**src/rtl/alu_pkg.sv**
```systemverilog
// Shared constants for the execute-stage ALU: opcodes, status bit positions, datapath width.
// Shifter support is controlled by the ALU_SHIFT_EN macro in the top level.
package alu_pkg;

    localparam int ALU_W = 32;

    localparam logic [3:0] OP_PASS = 4'b0000;
    localparam logic [3:0] OP_AND  = 4'b0001;
    localparam logic [3:0] OP_OR   = 4'b0010;
    localparam logic [3:0] OP_XOR  = 4'b0011;
    localparam logic [3:0] OP_ADD  = 4'b0100;
    localparam logic [3:0] OP_SUB  = 4'b0101;
    localparam logic [3:0] OP_SLL  = 4'b0110;
    localparam logic [3:0] OP_SRL  = 4'b0111;
    localparam logic [3:0] OP_SRA  = 4'b1000;
    localparam logic [3:0] OP_SLT  = 4'b1001;
    localparam logic [3:0] OP_SLTU = 4'b1010;
    localparam logic [3:0] OP_NOR  = 4'b1011;

    localparam int ST_Z   = 0;
    localparam int ST_N   = 1;
    localparam int ST_C   = 2;
    localparam int ST_V   = 3;
    localparam int ST_ILL = 4;

    localparam logic [4:0] STATUS_RST = 5'b00001;

endpackage

```
**src/rtl/alu_adder.sv**
```systemverilog
// 32-bit adder with carry-in; overflow is judged on the operands actually presented,
// so a caller that pre-inverts b for subtraction gets the subtraction overflow.
module alu_adder
    import alu_pkg::*;
(
    input  logic [ALU_W-1:0] a_i,
    input  logic [ALU_W-1:0] b_i,
    input  logic             cin_i,
    output logic [ALU_W-1:0] sum_o,
    output logic             cout_o,
    output logic             ovf_o
);

    logic [ALU_W:0] full_sum;

    assign full_sum = {1'b0, a_i} + {1'b0, b_i} + {{ALU_W{1'b0}}, cin_i};
    assign sum_o    = full_sum[ALU_W-1:0];
    assign cout_o   = full_sum[ALU_W];
    assign ovf_o    = (a_i[ALU_W-1] == b_i[ALU_W-1]) && (sum_o[ALU_W-1] != a_i[ALU_W-1]);

endmodule

```
**src/rtl/alu.sv**
```systemverilog
// Registered 32-bit ALU: opcode mux, flag generation and output registers.
// Define ALU_SHIFT_EN to build the SLL/SRL/SRA shifter; otherwise those opcodes are illegal.
module alu
    import alu_pkg::*;
(
    input  logic             clk,
    input  logic             rst,
    input  logic [ALU_W-1:0] in1,
    input  logic [ALU_W-1:0] in2,
    input  logic [3:0]       op,
    output logic [ALU_W-1:0] result,
    output logic [4:0]       status
);

    logic [ALU_W-1:0] result_d, result_q;
    logic [4:0]       status_d, status_q;

    logic             sub_sel;
    logic [ALU_W-1:0] add_b;
    logic [ALU_W-1:0] add_sum;
    logic             add_cout;
    logic             add_ovf;

    // SUB, SLT and SLTU all reuse the adder as in1 + ~in2 + 1
    assign sub_sel = (op == OP_SUB) || (op == OP_SLT) || (op == OP_SLTU);
    assign add_b   = sub_sel ? ~in2 : in2;

    alu_adder u_adder (
        .a_i    (in1),
        .b_i    (add_b),
        .cin_i  (sub_sel),
        .sum_o  (add_sum),
        .cout_o (add_cout),
        .ovf_o  (add_ovf)
    );

    always_comb begin
        logic c_flag;
        logic v_flag;
        logic ill_flag;
        result_d = '0;
        c_flag   = 1'b0;
        v_flag   = 1'b0;
        ill_flag = 1'b0;
        case (op)
            OP_PASS: result_d = in1;
            OP_AND:  result_d = in1 & in2;
            OP_OR:   result_d = in1 | in2;
            OP_XOR:  result_d = in1 ^ in2;
            OP_NOR:  result_d = ~(in1 | in2);
            OP_ADD, OP_SUB: begin
                result_d = add_sum;
                c_flag   = add_cout;
                v_flag   = add_ovf;
            end
            // signed less-than is the sign of the true difference: N xor V
            OP_SLT:  result_d = {{(ALU_W-1){1'b0}}, add_sum[ALU_W-1] ^ add_ovf};
            OP_SLTU: result_d = {{(ALU_W-1){1'b0}}, ~add_cout};
`ifdef ALU_SHIFT_EN
            OP_SLL:  result_d = in1 << in2[4:0];
            OP_SRL:  result_d = in1 >> in2[4:0];
            OP_SRA:  result_d = $unsigned($signed(in1) >>> in2[4:0]);
`endif
            default: ill_flag = 1'b1;
        endcase
        status_d         = '0;
        status_d[ST_Z]   = (result_d == '0);
        status_d[ST_N]   = result_d[ALU_W-1];
        status_d[ST_C]   = c_flag;
        status_d[ST_V]   = v_flag;
        status_d[ST_ILL] = ill_flag;
    end

    always_ff @(posedge clk) begin
        if (rst) begin
            result_q <= '0;
            status_q <= STATUS_RST;
        end else begin
            result_q <= result_d;
            status_q <= status_d;
        end
    end

    assign result = result_q;
    assign status = status_q;

endmodule

```
**config.mk**
```make
export PLATFORM = sky130hd
export DESIGN_NAME = alu
export DESIGN_NICKNAME = d
export VERILOG_FILES = /design/src/rtl/alu_pkg.sv /design/src/rtl/alu_adder.sv /design/src/rtl/alu.sv
export SDC_FILE = /design/constraint.sdc
export NUM_CORES = 1
export LEC_CHECK = 0
export CAP_MARGIN = 20
export CORE_ASPECT_RATIO = 0.9
export CORE_MARGIN = 2
export CORE_UTILIZATION = 40
export DETAILED_ROUTE_END_ITERATION = 12
export DONT_BUFFER_PORTS = 1
export GPL_TIMING_DRIVEN = 0
export SYNTH_ARGS = -nofsm -noshare
export SYNTH_HDL_FRONTEND = slang
export SYNTH_SLANG_ARGS = --single-unit
```
**constraint.sdc**
```tcl
create_clock -name clk -period 7.9 [get_ports clk]
set_input_delay 0.79 -clock clk [delete_from_list [all_inputs] [get_ports clk]]
set_output_delay 0.79 -clock clk [all_outputs]
set_load 0.1 [all_outputs]
```
Yosys cells after proc, flatten, opt, wreduce, memory -nomap -nowiden
Index checks and enable logic that the tools add are counted.
{ "op_classes": {"bitwise_logic": 8, "n_eq_ne": 10, "n_reduce_logical": 8, "add_sub_neg": 2, "n_mux": 3} }
{ "ops": {"columns": ["operator", "n"], "rows": [
  ["one-hot mux 32 bit (8 select lines)", 1],
  ["NOT 32 bit", 2],
  ["adder 32 x 32 -> 33 bit", 1],
  ["adder 33 x 1 -> 33 bit", 1],
  ["bitwise AND 32 bit", 1],
  ["zero test 32 bit", 1],
  ["two-way mux 32 bit", 1],
  ["bitwise OR 32 bit", 1],
  ["bitwise XOR 32 bit", 1],
  ["equality test 4 bit, second input constant", 3],
  ["OR reduction 9 bit", 1],
  ["equality test 4 x 2 -> 1 bit, second input constant", 2],
  ["equality test 4 x 3 -> 1 bit, second input constant", 2],
  ["equality test 4 x 1 -> 1 bit, second input constant", 1],
  ["zero test 4 bit", 1],
  ["OR reduction 2 bit", 2],
  ["logical OR 1 bit", 2],
  ["NOT 1 bit", 2],
  ["equality test 1 bit", 1],
  ["logical AND 1 bit", 1],
  ["two-way mux 1 bit", 1],
  ["inequality test 1 bit", 1],
  ["bitwise XOR 1 bit", 1]
]} }
{ "word_totals": {"input_bits": 70, "wordCells": 34, "register_bits": 37} }

Depth between registers and ports, before layout
Gate-level depths: netlist of the first run.
{ "logic_depth": {"ltp_word": 11, "mapped_depth": 18, "depth_no_buf": 14} }

Cells and area by module
From an unflattened synthesis of the first run, not the netlist that was laid out.
{ "hier_totals": {"hier_cells": 767, "hier_area_um2": 5758.0} }
{ "by_module_without_submodules": {"columns": ["module", "seq_area_each_um2", "instances", "area_per_inst_um2", "cells_per_inst"], "rows": [
  ["alu", 720.7, 1, 3927.5, 504],
  ["alu_adder", 0.0, 1, 1830.5, 263]
]} }

Worst setup path after synthesis of the first run
OpenSTA, ideal clock, no wires.
{ "synth_path": {"kind": "input to register", "from": "input port op[1]", "to": "register status_q[0], in the netlist status[0]", "slack_ns": 3.077, "arrival_ns": 4.727, "t_required_ns": 7.804, "stages": 18, "n_path_buf": 4, "path_cell_list": "buf_6 > xnor2_1 > o21a_1 > clkbuf_1 > clkbuf_1 > xnor2_1 > ha_1 > clkbuf_1 > nand4_1 > or3_1 > and2_1 > o311ai_1 > o41ai_2 > xnor2_1 > a21boi_0 > nand4_1 > or4_1 > o41ai_2"} }
{ "synth_between": {"elab_chain_cells": 11} }
{ "synth_lines": {"columns": ["item", "line", "source"], "rows": [
  ["from (decl)", "alu.sv:10", "input logic [3:0] op,"],
  ["equality test 4 x 3 -> 1 bit / equality test 4 bit (equally long branches)", "alu.sv:25, alu.sv:45", null],
  ["logical OR 1 bit (2 in series)", "alu.sv:25", "assign sub_sel = (op == OP_SUB) || (op == OP_SLT) || (op == OP_SLTU);"],
  ["two-way mux 32 bit", "alu.sv:26", "assign add_b = sub_sel ? ~in2 : in2;"],
  ["adder 32 x 32 -> 33 bit", "alu_adder.sv:16", "assign full_sum = {1'b0, a_i} + {1'b0, b_i} + {{ALU_W{1'b0}}, cin_i};"],
  ["adder 33 x 1 -> 33 bit", "alu_adder.sv:16", null],
  ["inequality test 1 bit", "alu_adder.sv:19", "assign ovf_o = (a_i[ALU_W-1] == b_i[ALU_W-1]) && (sum_o[ALU_W-1] != a_i[ALU_W-1]);"],
  ["logical AND 1 bit", "alu_adder.sv:19", null],
  ["bitwise XOR 1 bit", "alu.sv:57", "OP_SLT: result_d = {{(ALU_W-1){1'b0}}, add_sum[ALU_W-1] ^ add_ovf};"],
  ["one-hot mux 32 bit (8 select lines) (*)", "alu.sv:45", "case (op)"],
  ["zero test 32 bit (*)", "alu.sv:67", "status_d[ST_Z] = (result_d == '0);"],
  ["to (signal assigned)", "alu.sv:80", "status_q <= status_d;"],
  ["to (decl)", "alu.sv:16", "logic [4:0] status_d, status_q;"]
]} }
Every way passes the cells marked *; elsewhere a longest branch is shown, timed or not.
A chain may end at the register's enable or synchronous reset.

Worst setup path in the final report of the first run
Ends and elaborated chain as after synthesis.

==> key figures, run 1 <==
Setup path
  – Worst path arrival time: roughly 6 ns
  – Crit-path slowest cell: buf_1
  – Largest fanout on the critical path: 10
  – Worst path bufs/invs: 5
  – Kind of critical path: in2reg
  – CP Data Required Time: between 8 and 9 ns
  – Largest delay contributor family on the critical path: buffers and inverters
  – CP cell instances: buf_6, xnor2_1, o21a_1, clkbuf_1, buf_1, xnor2_1, ha_1, clkbuf_1, nand4_1, nor3_1, inv_1, o311ai_1, o41ai_2, xnor2_1, a21boi_0, nand4_1, or4_1, o41ai_2
  – Worst path max stage delay: 0.77 ns
  – Critical Path Sink Type: flop
  – Critical Path Start Type: input port
  – Most frequent CP cell: xnor2_1

Timing
  – RSZ-0062 raised after global routing: no
  – Max Fclk: 0.172 GHz
  – Worst-margin pin slew: 1.27 ns
  – Tmin final: 5.82 ns
  – Max-slew violations: 0
  – Fin. Hold Viols: 0
  – Fin Setup TNS: 0 ns
  – Final period util: approximately 74%
  – Slew HR: 15.2%
  – # setup viols final: 0
  – Hold_ws: 0.686 ns

Yosys
  – Seq/Total Area, Yosys: between 10% and 20%
  – Syn_nets: around 970
  – Yosys warning count: 0
  – Yosys reg bits: 36
  – Synth Instances: 798
  – Synthesized area per cell: ~7.6 um2
  – Unique masters post-synth: 73
  – Number of synthesized flops with an enable pin: 0
  – Ys flop type: dfxtp_1
  – Async S/R FF share, synth: 0%
  – Synthesized area: about 0.0061 mm2

CTS
  – Total clock sinks: 36
  – Clk buf depth: 2
  – TritonCTS buffer count: 5
  – CTS clk-pin slew, worst paths: 0.05 ns
  – TritonCTS clock tree: done
  – CTS Root Cell: clkbuf_16
  – H-tree levels: 2
  – # resized after CTS: 0
  – Hold Buf Count CTS: 0
  – Setup bufs post-CTS: 0

GRT
  – GRT overflow: 0
  – Vias in the first global route: ~5600
  – Largest net degree at the start of global routing: 13
  – First-pass GRT wire length: around 32 mm
  – Initial antenna violation count: 0
  – GRT Total Usage: 25.7%

Final layout
  – Most common cell after layout, fill and taps aside: ha_1
  – Net count, final: between 900 and 1000
  – Most frequent cells in the layout: ha_1, inv_1, nor2_1, nand2_1, a21oi_1
  – Fraction of layout cells with a size suffix above 1: ~7%
  – Synthesis-to-layout area growth: 6.46%
  – Final instance area: between 0.006 and 0.007 mm2
  – Antenna cells: 0

Drt
  – Via-to-Cell Ratio: 6.14
  – Wirelength per Cell: roughly 21 um
  – Iter 0 DRT Violations: roughly 600
  – DRC violations left: 0
  – Final wirelength: between 20 and 25 mm
  – Vias: 6160
  – Post-route ant nets: 0
  – Drt first pass iters: 6

Floorplan
  – I/O pin cnt: 107
  – Die footprint: 0.0161 mm2
  – Core Area: 0.0148 mm2
  – DIE HEIGHT: 121 um
  – DIE WIDTH: ~130 um
  – Starting Density: about two fifths
  – Cell Rows: 42

Placed design
  – DP HPWL: approximately 16 mm
  – Gp weighted congestion: 0.938
  – # port buffers: 0
  – DP Area: about 0.0063 mm2

Pwr
  – Leakage Power: roughly 2.8 nW
  – Worst VDD drop: ~0.12 mV
  – Total Power: between 0.0009 and 0.001 W
  – PwrDens: about 150 mW/mm2

Min path
  – Endpoint, Worst Hold: status[3]$_SDFF_PP0_
  – Hold path startpoint: in1[31]
  – Worst Hold Depth: 2
  – HP Class: in2reg

Flow run
  – Number of max-cap violations: 0

Status
  – Status: finished clean
-- layer usage --
layer	wire length, um	share of wire, %	vias up	GRT usage (%)
met5	0	0	-	0
met4	418	2.0	0	6.18
met3	1850	8.8	32	4.95
met2	8910	42	290	38.3
met1	9920	47	2891	37.7
li1	-	-	2947	-
-- Yosys cell counts, types with 4 or more instances --
master | number | area [um2]
o21bai_1 | 4 | 30.0
nand3_1 | 17 | 85.1
nor4_1 | 6 | 37.5
or3_1 | 8 | 50.1
o311ai_0 | 4 | 35.0
inv_1 | 74 | 278
buf_2 | 7 | 35.0
nor3b_1 | 5 | 37.5
nand2b_1 | 7 | 43.8
mux2_1 | 7 | 78.8
xor2_1 | 6 | 52.6
o21ai_0 | 18 | 90.1
a22o_1 | 10 | 87.6
nor2b_1 | 4 | 25.0
a31oi_1 | 13 | 81.3
nand3b_1 | 4 | 30.0
nor2_1 | 54 | 203
o211ai_1 | 8 | 60.1
a211oi_1 | 11 | 82.6
a22oi_1 | 17 | 128
and4_1 | 4 | 35.0
o21a_1 | 10 | 75.1
and3_1 | 10 | 62.6
o21ai_1 | 8 | 40.0
nand4_1 | 20 | 125
and2_1 | 13 | 81.3
a32oi_1 | 4 | 35.0
a21oi_1 | 46 | 230
clkbuf_1 | 37 | 139
a221oi_1 | 9 | 78.8
ha_1 | 96 | 1200
xnor2_1 | 40 | 350
o221ai_1 | 15 | 131
nor3_1 | 17 | 85.1
mux2_2 | 21 | 236
dfxtp_1 | 36 | 721
a21o_1 | 19 | 143
nand2_1 | 47 | 176
buf_1 | 7 | 26.3
-- report_power, final --
| part | total (W) | switching (W) | internal (W) | leakage, nW |
|---|---|---|---|---|
| Combinational | 0.000484 | 0.000299 | 0.000185 | 2.45 |
| Sequential | 0.000292 | 0.0000975 | 0.000195 | 0.295 |
| Clock | 0.000196 | 0.0000800 | 0.000116 | 0.0736 |
| Total | 0.000972 | 0.000476 | 0.000496 | 2.82 |
-- state kept, by name, summed over array words and instances, names as in the netlist --
signal  flops
status      5
result     31
-- final cells by class --
type                       count  area [um2]
buffer                        55         238
fill                        1539        8320
clock buffer                   5         125
tap                          198         248
multi-input combinational    633        4820
sequential                    36         721
inverter                      74         278
clock inverter                 3        18.8
-- per-stage QoR --
stage                     worst slack [ns]  utilization (%)  std cells
after detailed placement              1.86             42.7        996
after CTS                             2.14             43.7       1004
after floorplan                       3.08                -        798
after global routing                  1.71             43.7       1004
final                                 2.08             43.7       1004
after global placement                1.76             42.7        996
-- how the worst max path moves through the flow --
stage / start / to / slack [ns] / cells past startpoint
after floorplan: op[1] / status[0]$_SDFF_PP1_ / 3.08 / 18
after global placement: op[1] / status[0]$_SDFF_PP1_ / 1.76 / 18
after detailed placement: op[1] / status[0]$_SDFF_PP1_ / 1.86 / 18
after CTS: op[1] / status[0]$_SDFF_PP1_ / 2.14 / 18
after global routing: op[1] / status[0]$_SDFF_PP1_ / 1.71 / 18
final: op[1] / status[0]$_SDFF_PP1_ / 2.08 / 18
-- cell families (layout without fill, tap and decap cells) --
logic type	Yosys count	count (layout)	synth area share [%]
AO/OA/AOI/OAI	233	233	27.9
XOR/XNOR	46	46	6.65
adder cells (fa/ha/maj)	97	97	20.2
buffers and inverters	129	137	8.51
flip-flops	36	36	11.9
multiplexers	31	31	5.70
AND/OR/NAND/NOR	226	226	19.2
Power figures use the tool's default switching activity.
==> run 2: changes to the inputs <==
--- a/config.mk
+++ b/config.mk
@@ -5,6 +5,7 @@
 export SDC_FILE = /design/constraint.sdc
 export NUM_CORES = 1
 export LEC_CHECK = 0
+export ABC_AREA = 1
 export CAP_MARGIN = 20
 export CORE_ASPECT_RATIO = 0.9
 export CORE_MARGIN = 2
==> constraint.sdc (replaced) <==
create_clock -name clk -period 5.4 [get_ports clk]
set_input_delay 0.54 -clock clk [delete_from_list [all_inputs] [get_ports clk]]
set_output_delay 0.54 -clock clk [all_outputs]
set_load 0.1 [all_outputs]
==> run 2 against run 1 <==
Sequential power rose by 47%. Utilization fell by 0.13 points. Wire length fell by 4.0%. Final cell count rose by 11%. Die area fell by 5.5%. Critical path depth rose by 7. Power rose by 36%. Synthesized cell count rose by 15%. Flip-flop and latch count did not move. Largest power group unchanged. Sequential share of layout area rose by 0.64 points. Critical endpoint unchanged. Clock power rose by 45%. Cell area fell by 5.4%.
==> key figures, run 2 <==
CTS
  – TritonCTS buffer count: 5 (unchanged)
  – Hold Buf Count CTS: 0 (unchanged)
  – # resized after CTS: 0 (unchanged)
  – Setup bufs post-CTS: 0 (unchanged)
  – Clk buf depth: 2 (unchanged)
  – CTS Root Cell: clkbuf_16 (unchanged)
  – TritonCTS clock tree: done (unchanged)
  – CTS clk-pin slew, worst paths: 0.06 ns (was 0.05 ns)
  – H-tree levels: 2 (unchanged)
  – Total clock sinks: 36 (unchanged)

Yosys
  – Synth Area in Compound Gates: 19.9% (was 27.9%)
  – Xor/xnor cell area share of the yosys netlist: 4.90% (was 6.65%)
  – Unique masters post-synth: 47 (was 73)
  – Synthesized area per cell: 6.25 um2 (was 7.59 um2)
  – Synth cell count leaders: nand2_1, inv_1, ha_1, nor2_1, a21oi_1 (was ha_1, inv_1, nor2_1, nand2_1, a21oi_1)
  – Mux contribution to synthesized area: 0% (was 5.70%)
  – Synthesized area: 0.00572 mm2 (was 0.00606 mm2)
  – Yosys warning count: 0 (unchanged)
  – Synth Instances: 914 (was 798)
  – Area contributors post-synth: ha_1, nand2_1, dfxtp_1, inv_1, nor2_1 (was ha_1, dfxtp_1, xnor2_1, inv_1, mux2_2)
  – Yosys reg bits: 36 (unchanged)
  – Adder-cell share of the synthesized area: 21.4% (was 20.2%)
  – Cell taking the most area after synthesis: ha_1 (unchanged)
  – Synth Area in Simple Gates: 29.0% (was 19.2%)
  – Seq/Total Area, Yosys: 12.6% (was 11.9%)
  – Syn_nets: 1081 (was 965)
  – Share of Yosys cell area claimed by the top area cell type: 21.0% (was 19.8%)
  – Number of synthesized flops with an enable pin: 0 (unchanged)
  – Top-count cell post-synth: nand2_1 (was ha_1)
  – Main combinational cell family by area after synthesis: simple AND/OR/NAND/NOR gates (was compound AO/OA/AOI/OAI gates)
  – Ys flop type: dfxtp_1 (unchanged)
  – Async S/R FF share, synth: 0% (unchanged)

GRT
  – Vias in the first global route: 5789 (was 5579)
  – First-pass GRT wire length: 31.1 mm (was 32.5 mm)
  – Initial antenna violation count: 0 (unchanged)
  – GRT overflow: 0 (unchanged)
  – Largest net degree at the start of global routing: 12 (was 13)
  – GRT Total Usage: 26.5% (was 25.7%)

Final layout
  – Most frequent cells in the layout: nand2_1, inv_1, ha_1, nor2_1, a21oi_1 (was ha_1, inv_1, nor2_1, nand2_1, a21oi_1)
  – Fraction of layout cells with a size suffix above 1: 4.45% (was 6.95%)
  – Max reg flops: 31 (unchanged)
  – Net count, final: 1088 (was 972)
  – Most common cell after layout, fill and taps aside: nand2_1 (was ha_1)
  – Antenna cells: 0 (unchanged)
  – Synthesis-to-layout area growth: 6.70% (was 6.46%)

Timing
  – Max-slew violations: 0 (unchanged)
  – Max Fclk: between 0.2 and 0.3 GHz
  – Fin Setup TNS: 0 ns (unchanged)
  – Slew HR: 35.8% (was 15.2%)
  – Setup ws final: 1.43 ns (was 2.08 ns)
  – Fin. Hold Viols: 0 (unchanged)
  – # setup viols final: 0 (unchanged)
  – Final period util: 73.6%
  – RSZ-0062 raised after global routing: no (unchanged)
  – Tmin final: ~4.0 ns
  – Worst-margin pin slew: 0.962 ns (was 1.27 ns)

Placed design
  – # port buffers: 0 (unchanged)
  – Gp weighted congestion: 0.963 (was 0.938)
  – DP HPWL: 16.5 mm (about the same)
  – Pre-CTS WS: 1.29 ns (was 1.86 ns)

Setup path
  – Largest delay contributor family on the critical path: simple AND/OR/NAND/NOR gates (was buffers and inverters)
  – Worst path arrival time: 4.19 ns (was 6.00 ns)
  – CP Data Required Time: 5.62 ns (was 8.09 ns)
  – Kind of critical path: in2reg (unchanged)
  – Crit-path slowest cell: fa_1 (was buf_1)
  – Critical Path Start Type: input port (unchanged)
  – Largest fanout on the critical path: 10 (unchanged)
  – Worst path bufs/invs: 4 (was 5)
  – Worst path max stage delay: 0.49 ns (was 0.77 ns)
  – Critical Path Sink Type: flop (unchanged)
  – Most frequent CP cell: nand2_1 (was xnor2_1)

Floorplan
  – Starting Density: 40.8% (was 41.0%)
  – DIE WIDTH: 130 um (was 134 um)
  – Core Area: 0.0140 mm2 (was 0.0148 mm2)
  – Die footprint: 0.0153 mm2 (was 0.0161 mm2)
  – Cell Rows: 41 (was 42)
  – DIE HEIGHT: 117 um (was 121 um)
  – I/O pin cnt: 107 (unchanged)

Drt
  – Wirelength per Cell: 18.2 um (was 21.0 um)
  – Post-route ant nets: 0 (unchanged)
  – Final wirelength: 20.3 mm (was 21.1 mm)
  – Vias: 6097 (was 6160)
  – Via-to-Cell Ratio: 5.47 (was 6.14)
  – Iter 0 DRT Violations: 612 (was 618)
  – Drt first pass iters: 5 (was 6)
  – DRC violations left: 0 (unchanged)

Pwr
  – Worst VDD drop: 0.129 mV (was 0.121 mV)
  – PwrDens: 217 mW/mm2 (was 151 mW/mm2)
  – Leakage Power: 3.12 nW (was 2.82 nW)

Status
  – Status: finished clean (unchanged)

Min path
  – HP Class: in2reg (unchanged)

Flow run
  – Number of max-cap violations: 0 (unchanged)
==> run 2: cell count changes in the layout (fill, tap and decap cells not counted), moves of 21 or more <==
cell      change
nor2_1       +41
clkbuf_1     -25
o21ai_0      +26
mux2_2       -21
nand2_1     +150
inv_1        +74
nand3_1      +38
xor2_1       +26
xnor2_1      -40
==> run 2: power breakdown <==
group	total (W)	internal, W	leakage, nW	switching (W)
Combinational	0.000613	0.000203	2.75	0.000410
Clock	0.000284	0.000172	0.0681	0.000112
Sequential	0.000428	0.000285	0.295	0.000143
==> run 2: final timing paths <==
kind              startpoint                   end  slack [ns]  depth (start not counted)
setup / recovery       op[3]  status[0]$_SDFF_PP1_        1.43                         25
hold / removal         op[0]  status[4]$_SDFF_PP0_        0.54                          3
==> run 2: cell families (layout without fill, tap and decap cells) <==
kind of cell | after synthesis | after routing
buf+inv | 179 | 187
flops | 36 | 36
xor+xnor | 32 | 32
compound gates | 178 | 178
fa+ha+maj | 97 | 97
simple gates | 392 | 392
==> run 2: through the flow <==
stage / area [um2] / utilization [%] / std cells / total power [W] / hold slack, ns
3_3_place_gp: 5960 / 42.5 / 1107 / 0.00103 / 0.808
5_1_grt: 6100 / 43.6 / 1115 / 0.00142 / 0.569
2_1_floorplan: 5720 / - / 914 / 0.000878 / 0.751
6_report: 6100 / 43.6 / 1115 / 0.00132 / 0.538
3_5_place_dp: 5960 / 42.5 / 1107 / 0.00103 / 0.809
4_1_cts: 6100 / 43.6 / 1115 / 0.00131 / 0.523
==> run 2: metal layers <==
metal  track usage, %  vias to the layer above  wire length [um]
met5                0                        -                 0
met4             5.17                        0               349
met3             5.93                       27              2120
met2             39.8                      274              8370
met1             38.6                     2768              9420
li1                 -                     3028                 -
==> run 2: area by class of cell <==
class,instances,area [um2]
Buffer,24,116
Clock buffer,7,133
Clock inverter,1,8.76
Tap cell,193,241
Inverter,155,582
Fill cell,1527,7910
Sequential cell,36,721
Multi-Input combinational cell,699,4300
==> run 2: worst min-delay path, delay by kind of cell <==
family	cells	cell delay (ns)
compound gates	1	0.10
simple gates	1	0.09
buf+inv	1	0.02
==> run 3: changes to the inputs <==
--- a/config.mk
+++ b/config.mk
@@ -5,7 +5,7 @@
 export SDC_FILE = /design/constraint.sdc
 export NUM_CORES = 1
 export LEC_CHECK = 0
-export ABC_AREA = 1
+export ABC_AREA = 0
 export CAP_MARGIN = 20
 export CORE_ASPECT_RATIO = 0.9
 export CORE_MARGIN = 2
==> constraint.sdc (replaced) <==
create_clock -name clk -period 3.9 [get_ports clk]
set_input_delay 0.39 -clock clk [delete_from_list [all_inputs] [get_ports clk]]
set_output_delay 0.39 -clock clk [all_outputs]
set_load 0.1 [all_outputs]
==> run 3 against run 2 <==
The flow now finishes with violations (setup timing). Combinational power rose by 84%. Sequential share of layout area is 1.6 points lower. Sequential power is 38% higher. Utilization up 4.3 points. Die area increased by 5.8%. Critical path depth down 7. Via count grew 2.8%. Global-route usage fell by 0.40 points. Clock-buffer cell count shrank 2. Setup slack worse by 1.4 ns. Largest power group unchanged.
==> key figures, run 3 (synthesized netlist as in run 1, its figures left out) <==
Status
  – Failing checks: setup timing
  – Status: complete, but fails checks (was finished clean)

Final layout
  – Fraction of layout cells with a size suffix above 1: 16.3% (was 4.45%)
  – Final instance area: 0.00706 mm2 (was 0.00610 mm2)
  – Final std cells w/o fill: 1018 (was 1115)
  – Synthesis-to-layout area growth: 16.5% (was 6.70%)
  – Max reg flops: 31 (unchanged)
  – Most frequent cells in the layout: ha_1, inv_1, nor2_1, nand2_1, dfxtp_1 (was nand2_1, inv_1, ha_1, nor2_1, a21oi_1)
  – Most common cell after layout, fill and taps aside: ha_1 (was nand2_1)
  – Antenna cells: 0 (unchanged)
  – Net count, final: 986 (was 1088)

Pwr
  – PwrDens: 310 mW/mm2 (was 217 mW/mm2)
  – Worst VDD drop: 0.230 mV (was 0.129 mV)
  – Leakage Power: 3.11 nW (was 3.12 nW)

CTS
  – Clk buf depth: 2 (unchanged)
  – TritonCTS buffer count: 5 (unchanged)
  – TritonCTS clock tree: done (unchanged)
  – Hold Buf Count CTS: 0 (unchanged)
  – CTS clk-pin slew, worst paths: 0.06 ns (about the same)
  – H-tree levels: 2 (unchanged)
  – CTS Root Cell: clkbuf_16 (unchanged)
  – Total clock sinks: 36 (unchanged)

GRT
  – First-pass GRT wire length: 33.2 mm (was 31.1 mm)
  – GRT Total Usage: 26.1% (was 26.5%)
  – Initial antenna violation count: 0 (unchanged)
  – Vias in the first global route: 5887 (was 5789)
  – Largest net degree at the start of global routing: 13 (was 12)
  – GRT overflow: 0 (unchanged)

Placed design
  – Gp weighted congestion: 0.942 (was 0.963)
  – # port buffers: 0 (unchanged)
  – DP HPWL: 16.4 mm (was 16.5 mm)
  – DP Area: 0.00641 mm2 (was 0.00596 mm2)
  – Placed cell count: 996 (was 1107)
  – Pre-CTS WS: -0.901 ns (was 1.29 ns)

Timing
  – Hold_ws: 0.287 ns (was 0.538 ns)
  – Fin. Hold Viols: 0 (unchanged)
  – Worst-margin pin slew: 1.08 ns (was 0.962 ns)
  – RSZ-0062 raised after global routing: yes (was no)
  – Tmin final: roughly 4 ns
  – Max-slew violations: 0 (unchanged)
  – Max Fclk: 0.255 GHz
  – Slew HR: 27.5% (was 35.8%)
  – # setup viols final: 1 (was 0)
  – Fin Setup TNS: -0.0181 ns (was 0 ns)
  – Setup ws final: -0.0181 ns (was 1.43 ns)
  – Final period util: 100%

Floorplan
  – Starting Density: 41.0% (was 40.8%)
  – Die footprint: 0.0161 mm2 (was 0.0153 mm2)
  – DIE HEIGHT: 121 um (was 117 um)
  – I/O pin cnt: 107 (unchanged)
  – Core Area: 0.0148 mm2 (was 0.0140 mm2)
  – DIE WIDTH: 134 um (was 130 um)
  – Cell Rows: 42 (was 41)

Setup path
  – Worst Setup EP: status[0]$_SDFF_PP1_ (unchanged)
  – Kind of critical path: in2reg (unchanged)
  – Critical Path Start Type: input port (unchanged)
  – CP Data Required Time: 4.10 ns (was 5.62 ns)
  – Largest fanout on the critical path: 10 (unchanged)
  – Critical Path Source: op[1] (was op[3])
  – Critical Path Sink Type: flop (unchanged)
  – Worst path arrival time: 4.12 ns (was 4.19 ns)

Drt
  – Wirelength per Cell: 21.1 um (was 18.2 um)
  – Final wirelength: 21.5 mm (was 20.3 mm)
  – DRC violations left: 0 (unchanged)
  – Drt first pass iters: 5 (unchanged)
  – Iter 0 DRT Violations: 689 (was 612)
  – Via-to-Cell Ratio: 6.16 (was 5.47)
  – Post-route ant nets: 0 (unchanged)
  – Vias: 6268 (was 6097)

Min path
  – HP Class: in2reg (unchanged)

Flow run
  – Number of max-cap violations: 0 (unchanged)
==> run 3: cell types whose count changed in the layout (fill, tap and decap cells not counted), moves of 16 or more <==
cell / delta
nand4_1: +16
xor2_1: -26
mux2_2: +21
a22oi_1: +17
nand3_1: -39
nand2_1: -150
xnor2_1: +35
nor2_1: -41
o21ai_0: -28
a21o_1: +18
inv_1: -74
a21oi_1: -23
buf_4: +16
==> run 3: metrics by stage <==
step	total power, W	utilization [%]
final	0.00219	47.8
after global routing	0.00231	47.8
after CTS	0.00213	47.3
after detailed placement	0.00158	43.4
after global placement	0.00157	43.4
after floorplan	0.00135	-
==> run 3: how the worst min path moves through the flow <==
stage                  from                   end  slack (ns)  depth (start not counted)
finish              in1[31]  status[3]$_SDFF_PP0_        0.29                          2
CTS                 in1[31]  status[3]$_SDFF_PP0_        0.29                          2
detailed placement  in1[31]  status[3]$_SDFF_PP0_        0.58                          2
global route        in1[31]  status[3]$_SDFF_PP0_        0.29                          2
floorplan           in1[31]  status[3]$_SDFF_PP0_        0.57                          2
global placement    in1[31]  status[3]$_SDFF_PP0_        0.58                          2
==> run 3: report_power, final <==
group / switching, W / total (W) / leakage, nW / internal [W]
sequential: 0.000197 / 0.000591 / 0.295 / 0.000394
combinational: 0.000659 / 0.00113 / 2.74 / 0.000472
clock: 0.000167 / 0.000467 / 0.0798 / 0.000300
total: 0.00102 / 0.00219 / 3.11 / 0.00117
==> run 3: what timing repair did <==
item                                    4_1_cts  5_1_grt
gates cloned                                  1        0
resized for setup                            52       18
endpoints found under the setup margin        2        2
setup buffers                                16        2
pin swaps                                    23        8
==> run 3: area by class of cell <==
cell class / instances / area [um2]
plain buffers: 50 / 328
clock buffers: 5 / 125
clock inverters: 3 / 42.5
fillers: 1454 / 7710
inverters: 74 / 278
multi-input cells: 633 / 5150
flip-flops and latches: 36 / 721
well taps: 198 / 248
repair buffers: 19 / 171
==> run 3: critical path: stages <==
cell	delay, ns
buf_12	0.11
nand4bb_4	0.22
o21a_4	0.18
clkbuf_16	0.19
xnor2_1	0.13
ha_1	0.28
buf_6	0.13
o211ai_1	0.15
buf_4	0.18
o21ai_4	0.24
nand2_1	0.10
and3_1	0.18
a211oi_2	0.27
nand4_1	0.17
nor4_2	0.32
nand4_1	0.14
or4_4	0.52
o41ai_2	0.20
==> run 3: metal layers <==
layer  GRT usage, %  vias to the layer above  routed length (um)
met1           37.1                     2965                9790
li1               -                     2967                   -
met2           39.7                      291                9190
met4           7.25                        0                 557
met5              0                        -                   0
met3           5.32                       45                1940
